File: src/rtl/apb_ranger_pkg.sv
// Shared register map, bit positions, engine state encoding and channel-scan helper
// for the multi-channel ultrasonic ranger.
package apb_ranger_pkg;

    localparam logic [7:0] ADDR_CTRL       = 8'h00;
    localparam logic [7:0] ADDR_START      = 8'h04;
    localparam logic [7:0] ADDR_STATUS     = 8'h08;
    localparam logic [7:0] ADDR_IRQ_STATUS = 8'h0C;
    localparam logic [7:0] ADDR_IRQ_EN     = 8'h10;
    localparam logic [7:0] ADDR_THRESH     = 8'h14;

    localparam int BIT_EN      = 0;
    localparam int BIT_CONT    = 1;
    localparam int BIT_MASK    = 8;
    localparam int BIT_BUSY    = 0;
    localparam int BIT_VALID   = 8;
    localparam int BIT_DONE    = 0;
    localparam int BIT_NEAR    = 8;
    localparam int BIT_TIMEOUT = 31;

    // state      | meaning
    // IDLE       | no sweep in progress
    // TRIG       | trigger pulse on selected channel
    // WAIT_RISE  | waiting for a fresh echo rising edge
    // MEASURE    | counting echo high time
    // STORE      | commit result for the channel
    // GAP        | ringdown pause before the next channel
    typedef enum logic [2:0] {
        ST_IDLE, ST_TRIG, ST_WAIT_RISE, ST_MEASURE, ST_STORE, ST_GAP
    } state_t;

    // Lowest set mask bit at index >= from; result is {found, index}.
    function automatic logic [3:0] find_ch(input logic [7:0] mask, input logic [3:0] from);
        find_ch = 4'b0;
        for (int i = 7; i >= 0; i--) begin
            if (mask[i] && (4'(i) >= from)) find_ch = {1'b1, 3'(i)};
        end
    endfunction

endpackage

File: src/rtl/ranger_echo_sync.sv
// Two-flop synchroniser for one asynchronous echo line, with rise/fall pulses
// taken from the synchronised level.
module ranger_echo_sync (
    input  logic i_clk,
    input  logic i_rst,
    input  logic i_echo,
    output logic o_rise,
    output logic o_fall
);
    logic r_meta, r_sync, r_prev;

    always_ff @(posedge i_clk) begin
        if (i_rst) begin
            r_meta <= 1'b0;
            r_sync <= 1'b0;
            r_prev <= 1'b0;
        end else begin
            r_meta <= i_echo;
            r_sync <= r_meta;
            r_prev <= r_sync;
        end
    end

    assign o_rise = r_sync & ~r_prev;
    assign o_fall = ~r_sync & r_prev;

endmodule

File: src/rtl/apb_multi_ranger.sv
// APB3 slave scanning NUM_CH ultrasonic rangers round-robin with one shared
// trigger/measure engine; results, sweep-done and near-obstacle flags in registers.
module apb_multi_ranger
    import apb_ranger_pkg::*;
#(
    parameter int NUM_CH         = 4,
    parameter int CNT_W          = 24,
    parameter int TRIG_CYCLES    = 1000,
    parameter int TIMEOUT_CYCLES = 4000000,
    parameter int GAP_CYCLES     = 6000000
) (
    input  logic              PCLK,
    input  logic              PRESET,
    input  logic              PSEL,
    input  logic              PENABLE,
    input  logic              PWRITE,
    input  logic [7:0]        PADDR,
    input  logic [31:0]       PWDATA,
    output logic [31:0]       PRDATA,
    output logic              PREADY,
    output logic              PSLVERR,
    input  logic [NUM_CH-1:0] echo,
    output logic [NUM_CH-1:0] trigger,
    output logic              IRQ
);
    logic              r_en, r_cont, r_done, r_ien_done;
    logic [NUM_CH-1:0] r_mask, r_valid, r_near, r_ien_near, r_dist_to;
    logic [CNT_W-1:0]  r_thresh;
    logic [CNT_W-1:0]  r_dist_cnt [NUM_CH];

    state_t            r_state, w_state_nxt;
    logic [2:0]        r_ch, w_ch_nxt;
    logic [31:0]       r_timer, w_timer_nxt;
    logic [CNT_W-1:0]  r_count, w_count_nxt;
    logic              r_timeout, w_to_nxt;
    logic              w_store, w_sweep_done;

    logic [NUM_CH-1:0] w_rise, w_fall, w_store_ch, w_rd_clr, w_near_clr;
    logic              w_rise_sel, w_fall_sel, w_near_hit;
    logic [7:0]        w_addr, w_mask8;
    logic [3:0]        w_first, w_next;
    logic              w_acc, w_wr, w_rd, w_is_dist, w_mapped, w_en_eff, w_start_req;
    logic              w_unused;

    assign w_addr      = {PADDR[7:2], 2'b00};
    assign w_acc       = PSEL & PENABLE;
    assign w_wr        = w_acc & PWRITE;
    assign w_rd        = w_acc & ~PWRITE;
    assign w_is_dist   = (w_addr[7:5] == 3'b001) && ({1'b0, w_addr[4:2]} < 4'(NUM_CH));
    assign w_mapped    = w_is_dist || (w_addr inside {ADDR_CTRL, ADDR_START, ADDR_STATUS,
                                                      ADDR_IRQ_STATUS, ADDR_IRQ_EN, ADDR_THRESH});
    // A write clearing EN must stop the engine on the same edge it commits.
    assign w_en_eff    = (w_wr && w_addr == ADDR_CTRL) ? PWDATA[BIT_EN] : r_en;
    assign w_start_req = w_wr && (w_addr == ADDR_START) && PWDATA[0] && r_en;
    assign w_mask8     = 8'(r_mask);
    assign w_first     = find_ch(w_mask8, 4'd0);
    assign w_next      = find_ch(w_mask8, {1'b0, r_ch} + 4'd1);
    assign w_near_hit  = !r_timeout && (r_count < r_thresh);
    assign w_near_clr  = (w_wr && w_addr == ADDR_IRQ_STATUS) ? PWDATA[BIT_NEAR +: NUM_CH] : '0;
    assign w_unused    = &{1'b0, PADDR[1:0], PWDATA};

    for (genvar g = 0; g < NUM_CH; g++) begin : g_sync
        ranger_echo_sync u_sync (
            .i_clk  (PCLK),
            .i_rst  (PRESET),
            .i_echo (echo[g]),
            .o_rise (w_rise[g]),
            .o_fall (w_fall[g])
        );
    end

    always_comb begin
        w_rise_sel = 1'b0;
        w_fall_sel = 1'b0;
        trigger    = '0;
        w_store_ch = '0;
        w_rd_clr   = '0;
        for (int i = 0; i < NUM_CH; i++) begin
            if (r_ch == 3'(i)) begin
                w_rise_sel    = w_rise[i];
                w_fall_sel    = w_fall[i];
                trigger[i]    = (r_state == ST_TRIG);
                w_store_ch[i] = w_store;
            end
            w_rd_clr[i] = w_rd && w_is_dist && (w_addr[4:2] == 3'(i));
        end
    end

    always_ff @(posedge PCLK) begin
        if (PRESET) begin
            r_state   <= ST_IDLE;
            r_ch      <= '0;
            r_timer   <= '0;
            r_count   <= '0;
            r_timeout <= 1'b0;
        end else begin
            r_state   <= w_state_nxt;
            r_ch      <= w_ch_nxt;
            r_timer   <= w_timer_nxt;
            r_count   <= w_count_nxt;
            r_timeout <= w_to_nxt;
        end
    end

    always_comb begin
        w_state_nxt  = r_state;
        w_ch_nxt     = r_ch;
        w_timer_nxt  = r_timer;
        w_count_nxt  = r_count;
        w_to_nxt     = r_timeout;
        w_store      = 1'b0;
        w_sweep_done = 1'b0;
        if (r_state != ST_IDLE && !w_en_eff) begin
            w_state_nxt = ST_IDLE;
        end else begin
            case (r_state)
                ST_IDLE: if ((w_start_req || (r_en && r_cont)) && w_first[3]) begin
                    w_state_nxt = ST_TRIG;
                    w_ch_nxt    = w_first[2:0];
                    w_timer_nxt = 32'(TRIG_CYCLES - 1);
                end
                ST_TRIG: if (r_timer == '0) begin
                    w_state_nxt = ST_WAIT_RISE;
                    w_timer_nxt = 32'(TIMEOUT_CYCLES - 1);
                end else w_timer_nxt = r_timer - 32'd1;
                ST_WAIT_RISE: if (w_rise_sel) begin
                    w_state_nxt = ST_MEASURE;
                    w_count_nxt = '0;
                    w_to_nxt    = 1'b0;
                end else if (r_timer == '0) begin
                    w_state_nxt = ST_STORE;
                    w_count_nxt = '1;
                    w_to_nxt    = 1'b1;
                end else w_timer_nxt = r_timer - 32'd1;
                ST_MEASURE: if (w_fall_sel) begin
                    w_state_nxt = ST_STORE;
                end else if (r_count == CNT_W'(TIMEOUT_CYCLES - 1)) begin
                    w_state_nxt = ST_STORE;
                    w_count_nxt = CNT_W'(TIMEOUT_CYCLES);
                    w_to_nxt    = 1'b1;
                end else w_count_nxt = r_count + 1'b1;
                ST_STORE: begin
                    w_store     = 1'b1;
                    w_state_nxt = ST_GAP;
                    w_timer_nxt = 32'(GAP_CYCLES - 1);
                end
                ST_GAP: if (r_timer != '0) begin
                    w_timer_nxt = r_timer - 32'd1;
                end else if (w_next[3]) begin
                    w_state_nxt = ST_TRIG;
                    w_ch_nxt    = w_next[2:0];
                    w_timer_nxt = 32'(TRIG_CYCLES - 1);
                end else begin
                    w_sweep_done = 1'b1;
                    if (r_en && r_cont && w_first[3]) begin
                        w_state_nxt = ST_TRIG;
                        w_ch_nxt    = w_first[2:0];
                        w_timer_nxt = 32'(TRIG_CYCLES - 1);
                    end else w_state_nxt = ST_IDLE;
                end
                default: w_state_nxt = ST_IDLE;
            endcase
        end
    end

    // Hardware set beats a same-cycle W1C or read-clear.
    always_ff @(posedge PCLK) begin
        if (PRESET) begin
            r_en <= 1'b0; r_cont <= 1'b0; r_mask <= '0; r_thresh <= '0;
            r_done <= 1'b0; r_ien_done <= 1'b0; r_ien_near <= '0;
            r_near <= '0; r_valid <= '0; r_dist_to <= '0;
            for (int i = 0; i < NUM_CH; i++) r_dist_cnt[i] <= '0;
        end else begin
            if (w_wr) begin
                case (w_addr)
                    ADDR_CTRL: begin
                        r_en   <= PWDATA[BIT_EN];
                        r_cont <= PWDATA[BIT_CONT];
                        r_mask <= PWDATA[BIT_MASK +: NUM_CH];
                    end
                    ADDR_IRQ_EN: begin
                        r_ien_done <= PWDATA[BIT_DONE];
                        r_ien_near <= PWDATA[BIT_NEAR +: NUM_CH];
                    end
                    ADDR_THRESH: r_thresh <= PWDATA[CNT_W-1:0];
                    default: ;
                endcase
            end
            r_done <= (r_done & ~(w_wr && w_addr == ADDR_IRQ_STATUS && PWDATA[BIT_DONE]))
                      | w_sweep_done;
            r_near  <= (r_near & ~w_near_clr) | (w_store_ch & {NUM_CH{w_near_hit}});
            r_valid <= (r_valid & ~w_rd_clr) | w_store_ch;
            for (int i = 0; i < NUM_CH; i++) begin
                if (w_store_ch[i]) begin
                    r_dist_cnt[i] <= r_count;
                    r_dist_to[i]  <= r_timeout;
                end
            end
        end
    end

    always_comb begin
        PRDATA = '0;
        if (PSEL) begin
            case (w_addr)
                ADDR_CTRL: begin
                    PRDATA[BIT_EN]              = r_en;
                    PRDATA[BIT_CONT]            = r_cont;
                    PRDATA[BIT_MASK +: NUM_CH]  = r_mask;
                end
                ADDR_STATUS: begin
                    PRDATA[BIT_BUSY]            = (r_state != ST_IDLE);
                    PRDATA[BIT_VALID +: NUM_CH] = r_valid;
                end
                ADDR_IRQ_STATUS: begin
                    PRDATA[BIT_DONE]            = r_done;
                    PRDATA[BIT_NEAR +: NUM_CH]  = r_near;
                end
                ADDR_IRQ_EN: begin
                    PRDATA[BIT_DONE]            = r_ien_done;
                    PRDATA[BIT_NEAR +: NUM_CH]  = r_ien_near;
                end
                ADDR_THRESH: PRDATA[CNT_W-1:0] = r_thresh;
                default: begin
                    for (int i = 0; i < NUM_CH; i++) begin
                        if (w_is_dist && w_addr[4:2] == 3'(i)) begin
                            PRDATA[CNT_W-1:0]   = r_dist_cnt[i];
                            PRDATA[BIT_TIMEOUT] = r_dist_to[i];
                        end
                    end
                end
            endcase
        end
    end

    assign PREADY  = 1'b1;
    assign PSLVERR = w_acc & ~w_mapped;
    assign IRQ     = (r_done & r_ien_done) | (|(r_near & r_ien_near));

endmodule

File: config.mk
export PLATFORM = sky130hd
export DESIGN_NAME = apb_multi_ranger
export DESIGN_NICKNAME = d
export VERILOG_FILES = /design/src/rtl/apb_ranger_pkg.sv /design/src/rtl/ranger_echo_sync.sv /design/src/rtl/apb_multi_ranger.sv
export SDC_FILE = /design/constraint.sdc
export NUM_CORES = 1
export LEC_CHECK = 0
export CAP_MARGIN = 20
export CORE_ASPECT_RATIO = 0.9
export CORE_MARGIN = 3
export CORE_UTILIZATION = 56
export CTS_CLUSTER_DIAMETER = 200
export DETAILED_ROUTE_END_ITERATION = 12
export PLACE_DENSITY = 0.77
export SETUP_SLACK_MARGIN = 0.05
export SYNTH_ARGS = -nofsm -noshare
export SYNTH_HDL_FRONTEND = slang
export SYNTH_SLANG_ARGS = --single-unit
File: constraint.sdc
create_clock -name PCLK -period 12.4 [get_ports PCLK]
set_input_delay 1.24 -clock PCLK [delete_from_list [all_inputs] [get_ports PCLK]]
set_output_delay 1.24 -clock PCLK [all_outputs]
set_load 0.005 [all_outputs]
Word-level counts from Yosys, hierarchy flattened:

Memory sizes are Yosys's and may differ from the RTL's.
Cells that the tools add are included.

* register bits after elaboration: 123
* bits in writable memories: 96
* output and inout bits: 39
* logic and storage cells: 261
* input bits: 49
* memories kept: 1

* $add $sub $neg: 3
* bitwise logic cells: 40
* mux-type cells: 99
* eq/ne operators: 29
* order comparisons: 6
* reduce and logical (&&, ||, !) cells: 53

Memories
* r_dist_cnt: words 4, width 24, rd ports 4, clocked after memory_dff 0, wr ports 4, RTL line apb_multi_ranger.sv:29 `logic [CNT_W-1:0] r_dist_cnt [NUM_CH];`

Operators by type and width (number)
* $mux W24: 13
* $mux W32: 7
* $pmux W32 S5: 1
* $mux W1: 49
* $pmux W24 S2: 1
* $mux W4: 9
* $mux W3: 11
* $logic_not A32 Y1: 1
* $reduce_bool A32 Y1: 1
* $sub A32 B1 Y32 const B: 1
* $logic_and A1 B1 Y1: 25
* $add A24 B1 Y24 const B: 1
* $eq A24 B22 Y1 const B: 1
* $lt A24 B24 Y1: 1
* $pmux W12 S2: 1
* $pmux W4 S5: 1
* $eq A3 B2 Y1 const B: 6
* $pmux W3 S6: 1
* $and A4 B4 Y4: 4
* $reduce_and A5 Y1: 3
* $and A1 B1 Y1: 14
* $eq A3 B1 Y1 const B: 4
* $eq A6 B2 Y1 const B: 2
* $eq A6 B3 Y1 const B: 2
* 34 further kinds: 70

Logic depth before layout (Yosys ltp):

* depth after elaboration: 12
* depth in mapped cells: 12
* gate-level depth less buffers: 8

Modules after synthesis:

From an unflattened synthesis, not the netlist that was laid out.

* cells, all modules: 1227
* area total of the unflattened synthesis: 11414.7 um^2

Modules (own cells, without submodules)
* apb_multi_ranger: times used 1, area each 11049.3 um^2, cells an instance 1195
* ranger_echo_sync: times used 4, area each 91.3 um^2, cells an instance 8

Least setup slack after synthesis:

OpenSTA, ideal clock, no wires.

* path kind: input to register
* start: input port PADDR[6]
* end: memory r_dist_cnt[0][0] (enable)
* setup slack: 7.220 ns
* buffers on the path: 0
* stages: 4
* setup time: 0.475 ns
* arrival: 4.704 ns
* cells stage by stage: or3_4 > nor4_2 > nor2_2 > o41ai_1

RTL lines
* start: declaration: RTL line apb_multi_ranger.sv:17 `input logic [7:0] PADDR,`
* end: declaration: RTL line apb_multi_ranger.sv:29

Worst setup path in the final report:

* start: input port PADDR[3]
* end: output port PRDATA[4]

* word-level cells in the longest chain between the ends: 9
* elaborated cells between the ends (all ways): 22
* classes of those cells: 1 x order compare; 7 x eq/ne; 6 x mux; 8 x reduce/logical

RTL lines
* $lt A3 B3 Y1: RTL line apb_multi_ranger.sv:49 `assign w_is_dist = (w_addr[7:5] == 3'b001) && ({1'b0, w_addr[4:2]} < 4'(NUM_CH));`
* $logic_and A1 B1 Y1: RTL line apb_multi_ranger.sv:49
* $logic_and A1 B1 Y1: RTL line apb_multi_ranger.sv:226 `if (w_is_dist && w_addr[4:2] == 3'(i)) begin`
* $mux W24 (4 in a row): RTL line apb_multi_ranger.sv:226
* $pmux W6 S2 (*): RTL line apb_multi_ranger.sv:205 `case (w_addr)`
* $mux W24 (*): RTL line apb_multi_ranger.sv:204 `if (PSEL) begin`
* end: declaration: RTL line apb_multi_ranger.sv:19 `output logic [31:0] PRDATA,`

Every way passes the cells marked *; elsewhere a longest branch is shown, timed or not.

==> flow_summary_export.csv <==
group,metric,value,unit
yosys,synth_simple_gate_area_share,21.7,%
yosys,postSynthCellCount,1254,
detailed_routing,wl_per_cell,20.5,um
power_and_ir_drop,ir_worst_vdd,93.7,uV
power_and_ir_drop,p_clk_share,46.0,%
timing,setup_viol,0,
yosys,synth_mux_area_share,7.92,%
setup_path,rrSetupSlack,8.90,ns
power_and_ir_drop,swShare,21.2,%
setup_path,reg2reg_from,"r_ch[0]$_SDFFE_PP0P_",
setup_path,cp-start-kind,"input port",
power_and_ir_drop,netSwitchingPower,0.337,mW
yosys,synthAdderAreaFrac,2.60,%
setup_path,arrival,4.33,ns
yosys,ys_seq_elements,218,
timing,hold_viol_final,0,
power_and_ir_drop,cellLeakagePower,4.99,nW
setup_path,max_stage_delay,0.74,ns
power_and_ir_drop,power.density,116,nW/um^2
timing,max_slew.worst_pin.slew,1.03,ns
setup_path,path_cells,"buf_2 -> nand2b_1 -> o21ai_0 -> a21oi_2 -> buf_4 -> nand2b_1 -> a21oi_1 -> clkdlybuf4s50_1",
status,status,"finished clean",
final_layout,fillers,1678,
detailed_routing,drcViolationCount,0,
clock_tree,cts_hold_buf,0,
timing,rsz0062_at_grt,"false",
detailed_routing,ant_nets,0,
setup_path,endpoint,"PRDATA[4]",
global_routing,track_usage,27.4,%
global_routing,grt_pass1_wl,52200,um
power_and_ir_drop,total_power,1.59,mW
detailed_routing,drt_wl_total,32200,um
yosys,synth_compound_area_share,17.7,%
setup_path,cp_slowest_cell,"buf_2",
power_and_ir_drop,pwr-share-seq,48.6,%
timing,max_slew_margin,31.5,%
setup_path,path_common_cell,"nand2b_1",
setup_path,path_delay_family,"buffers and inverters",
die,start_util,57.5,%
clock_tree,cts_sinks,218,
final_layout,antenna_cells,0,
clock_tree,insertion_delay,0.51,ns
timing,min_period,5.57,ns
placement,hpwl,21000,um
yosys,async_flop_share,0,%
timing,setup_tns,0,ns
clock_tree,cts_max_level,1,
setup_path,crit_start,"PADDR[3]",
yosys,yosysUniqueCellTypes,94,
clock_tree,cts_resized,0,
timing,clock_skew,0.00822,ns
setup_path,path_depth,8,
yosys,netlist_area,12000,sq um
placement,gp_congestion,0.915,
global_routing,grt_overflow,0,
setup_path,worstPathBufferInverterCount,3,
setup_path,crit_type,"in -> out",
timing,drv_slew,0,
die,io-pin-count,88,
detailed_routing,vias,10000,
detailed_routing,avgViaCountPerCell,6.36,
placement,port-buffer-count,69,
yosys,ys.flop_type,"dfxtp_1",
clock_tree,cts_setup_buffers,0,
timing,timing.fmax,180,MHz
detailed_routing,drt_iter0_markers,1164,
global_routing,grt_pass1_vias,9625,
global_routing,antenna_found_initial,0,
setup_path,endpoint_kind,"primary output",
die,die_w,161,um
yosys,avgSynthCellArea,9.60,sq um
detailed_routing,drt-pass1-iter-count,5,
power_and_ir_drop,comb_power_share,5.4,%
die,fp.dieH,145,um
yosys,synth_xor_area_share,0.218,%
clock_tree,root_buffer,"clkbuf_16",
timing,finalCritPeriodShare,44.9,%
setup_path,reg2reg_to,"r_timer[18]$_SDFFE_PP0P_",
clock_tree,cts_tree,"built",
setup_path,cp.required,11.16,ns
clock_tree,cts_buffers,23,
yosys,ys.warnings.count,0,
worst_hold_path,hold_class,"reg -> reg",
final_layout,drive_above_1_share,10.0,%
global_routing,grt_max_degree,79,
clock_tree,cts_buffer_depth,3,
die,dieArea,23300,sq um
yosys,synth_edf_count,96,
clock_tree,clkTransAtPathRegs,0.06,ns
die,rows,50,
setup_path,cp_max_fo,42,
yosys,synth_top_family_by_area,"simple AND/OR/NAND/NOR gates",
flow_run,cap_violations,0,
setup_path,reg2reg_depth,6,
yosys,yosysSeqAreaShare,44.2,%
die,core-area,21000,sq um
final_layout,syn_to_final_growth,13.2,%
final_layout,nNetsFinal,1345,
power_and_ir_drop,p_int,1.25,mW
cell families (layout without fill, tap and decap cells):
kind of cell	after synthesis	after routing
flip-flops	218	218
other	2	8
AND/OR/NAND/NOR	470	470
AO/OA/AOI/OAI	320	320
adder cells (fa/ha/maj)	25	25
multiplexers	64	64
XOR/XNOR	3	3
buffers and inverters	152	179
Yosys cell counts, types with 6 or more instances:
cell type,count,area [sq um]
o211ai_1,7,52.6
nand3_1,24,120
and4_1,7,61.3
nand4_1,11,68.8
o22ai_1,8,50.1
mux2i_1,39,390
o41ai_1,8,70.1
nor2b_1,22,138
o21ai_0,61,305
a211oi_1,15,113
nor4_2,7,87.6
nor4_1,7,43.8
or2_2,8,50.1
nand2_1,79,297
nor2_1,93,349
a32o_1,10,100
ha_1,25,313
clkbuf_1,68,255
edfxtp_1,96,2880
nor3_1,43,215
and2_1,103,644
or3_1,8,50.1
nand2b_1,14,87.6
dfxtp_1,122,2440
a21oi_1,114,571
mux4_2,25,563
o31ai_1,8,60.1
buf_2,13,65.1
a21o_1,14,105
inv_1,50,188
or4_1,6,45.0
and3_1,9,56.3
buf_4,9,67.6
registers in the layout, indices dropped and copies added, names as in the netlist, 24 cells and up:
register / cells
r_count: 24
r_dist_cnt: 96
r_thresh: 24
r_timer: 32
through the flow:
step | util, % | setup WS [ns] | hold WS, ns | area (sq um) | std cells
final | 65.1 | 6.83 | 0.436 | 13600 | 1573
after floorplan | - | 7.22 | 0.414 | 12100 | 1260
after CTS | 65.0 | 6.84 | 0.434 | 13600 | 1572
after global placement | 61.2 | 6.92 | 0.420 | 12800 | 1531
after global routing | 65.1 | 6.63 | 0.462 | 13600 | 1573
after detailed placement | 61.2 | 6.84 | 0.420 | 12800 | 1531
final cells by class:
cell class	count	area (sq um)	share of cell area [%]
multi-input cells	890	6150	45.1
flip-flops and latches	218	5330	39.1
repair buffers	87	813	5.96
clock buffers	25	593	4.35
well taps	286	358	2.62
clock inverters	16	201	1.48
inverters	51	191	1.40
cell usage in the layout (no fill, tap or decap), drive strengths merged, types with 9 or more instances in the layout:
cell and n:
mux4 25, clkdlybuf4s50 66, a21o 14, clkbuf 25, a21oi 116, nor2b 22
dfxtp 122, nand2b 14, nand3 24, and3 9, buf 21, nand2 79
nor3 46, o21ai 65, edfxtp 96, nand4 12, and2 103, clkinv 11
o31ai 9, or3 9, a32o 10, mux2i 39, nor4 15, ha 25
a211oi 15, nor2 95, inv 50
worst min-delay path by stage:
| stage | start | to | slack (ns) | depth (start not counted) |
|---|---|---|---|---|
| 5_1_grt | g_sync[0].u_sync.r_meta$_SDFF_PP0_ | g_sync[0].u_sync.r_sync$_SDFF_PP0_ | 0.46 | 1 |
| 4_1_cts | g_sync[1].u_sync.r_meta$_SDFF_PP0_ | g_sync[1].u_sync.r_sync$_SDFF_PP0_ | 0.43 | 1 |
| 2_1_floorplan | g_sync[0].u_sync.r_meta$_SDFF_PP0_ | g_sync[0].u_sync.r_sync$_SDFF_PP0_ | 0.41 | 1 |
| 3_5_place_dp | g_sync[1].u_sync.r_meta$_SDFF_PP0_ | g_sync[1].u_sync.r_sync$_SDFF_PP0_ | 0.42 | 1 |
| 6_report | g_sync[1].u_sync.r_meta$_SDFF_PP0_ | g_sync[1].u_sync.r_sync$_SDFF_PP0_ | 0.44 | 1 |
| 3_3_place_gp | g_sync[1].u_sync.r_meta$_SDFF_PP0_ | g_sync[1].u_sync.r_sync$_SDFF_PP0_ | 0.42 | 1 |
power groups by stage:
stage	Combinational [mW]	Clock, mW	Sequential (mW)
finish	0.0855	0.731	0.772
global route	0.0917	0.766	0.773
CTS	0.0849	0.739	0.772
detailed placement	0.0845	0	0.788
global placement	0.0838	0	0.786
floorplan	0.0512	0	0.785
layer usage:
layer	GRT usage, %	vias to the layer above	share of wire [%]
met1	38.4	4873	42
met2	44.2	446	47
met5	0	-	0
met4	7.55	0	2.5
li1	-	4637	-
met3	4.62	53	8.6
Power figures use the tool's default switching activity.
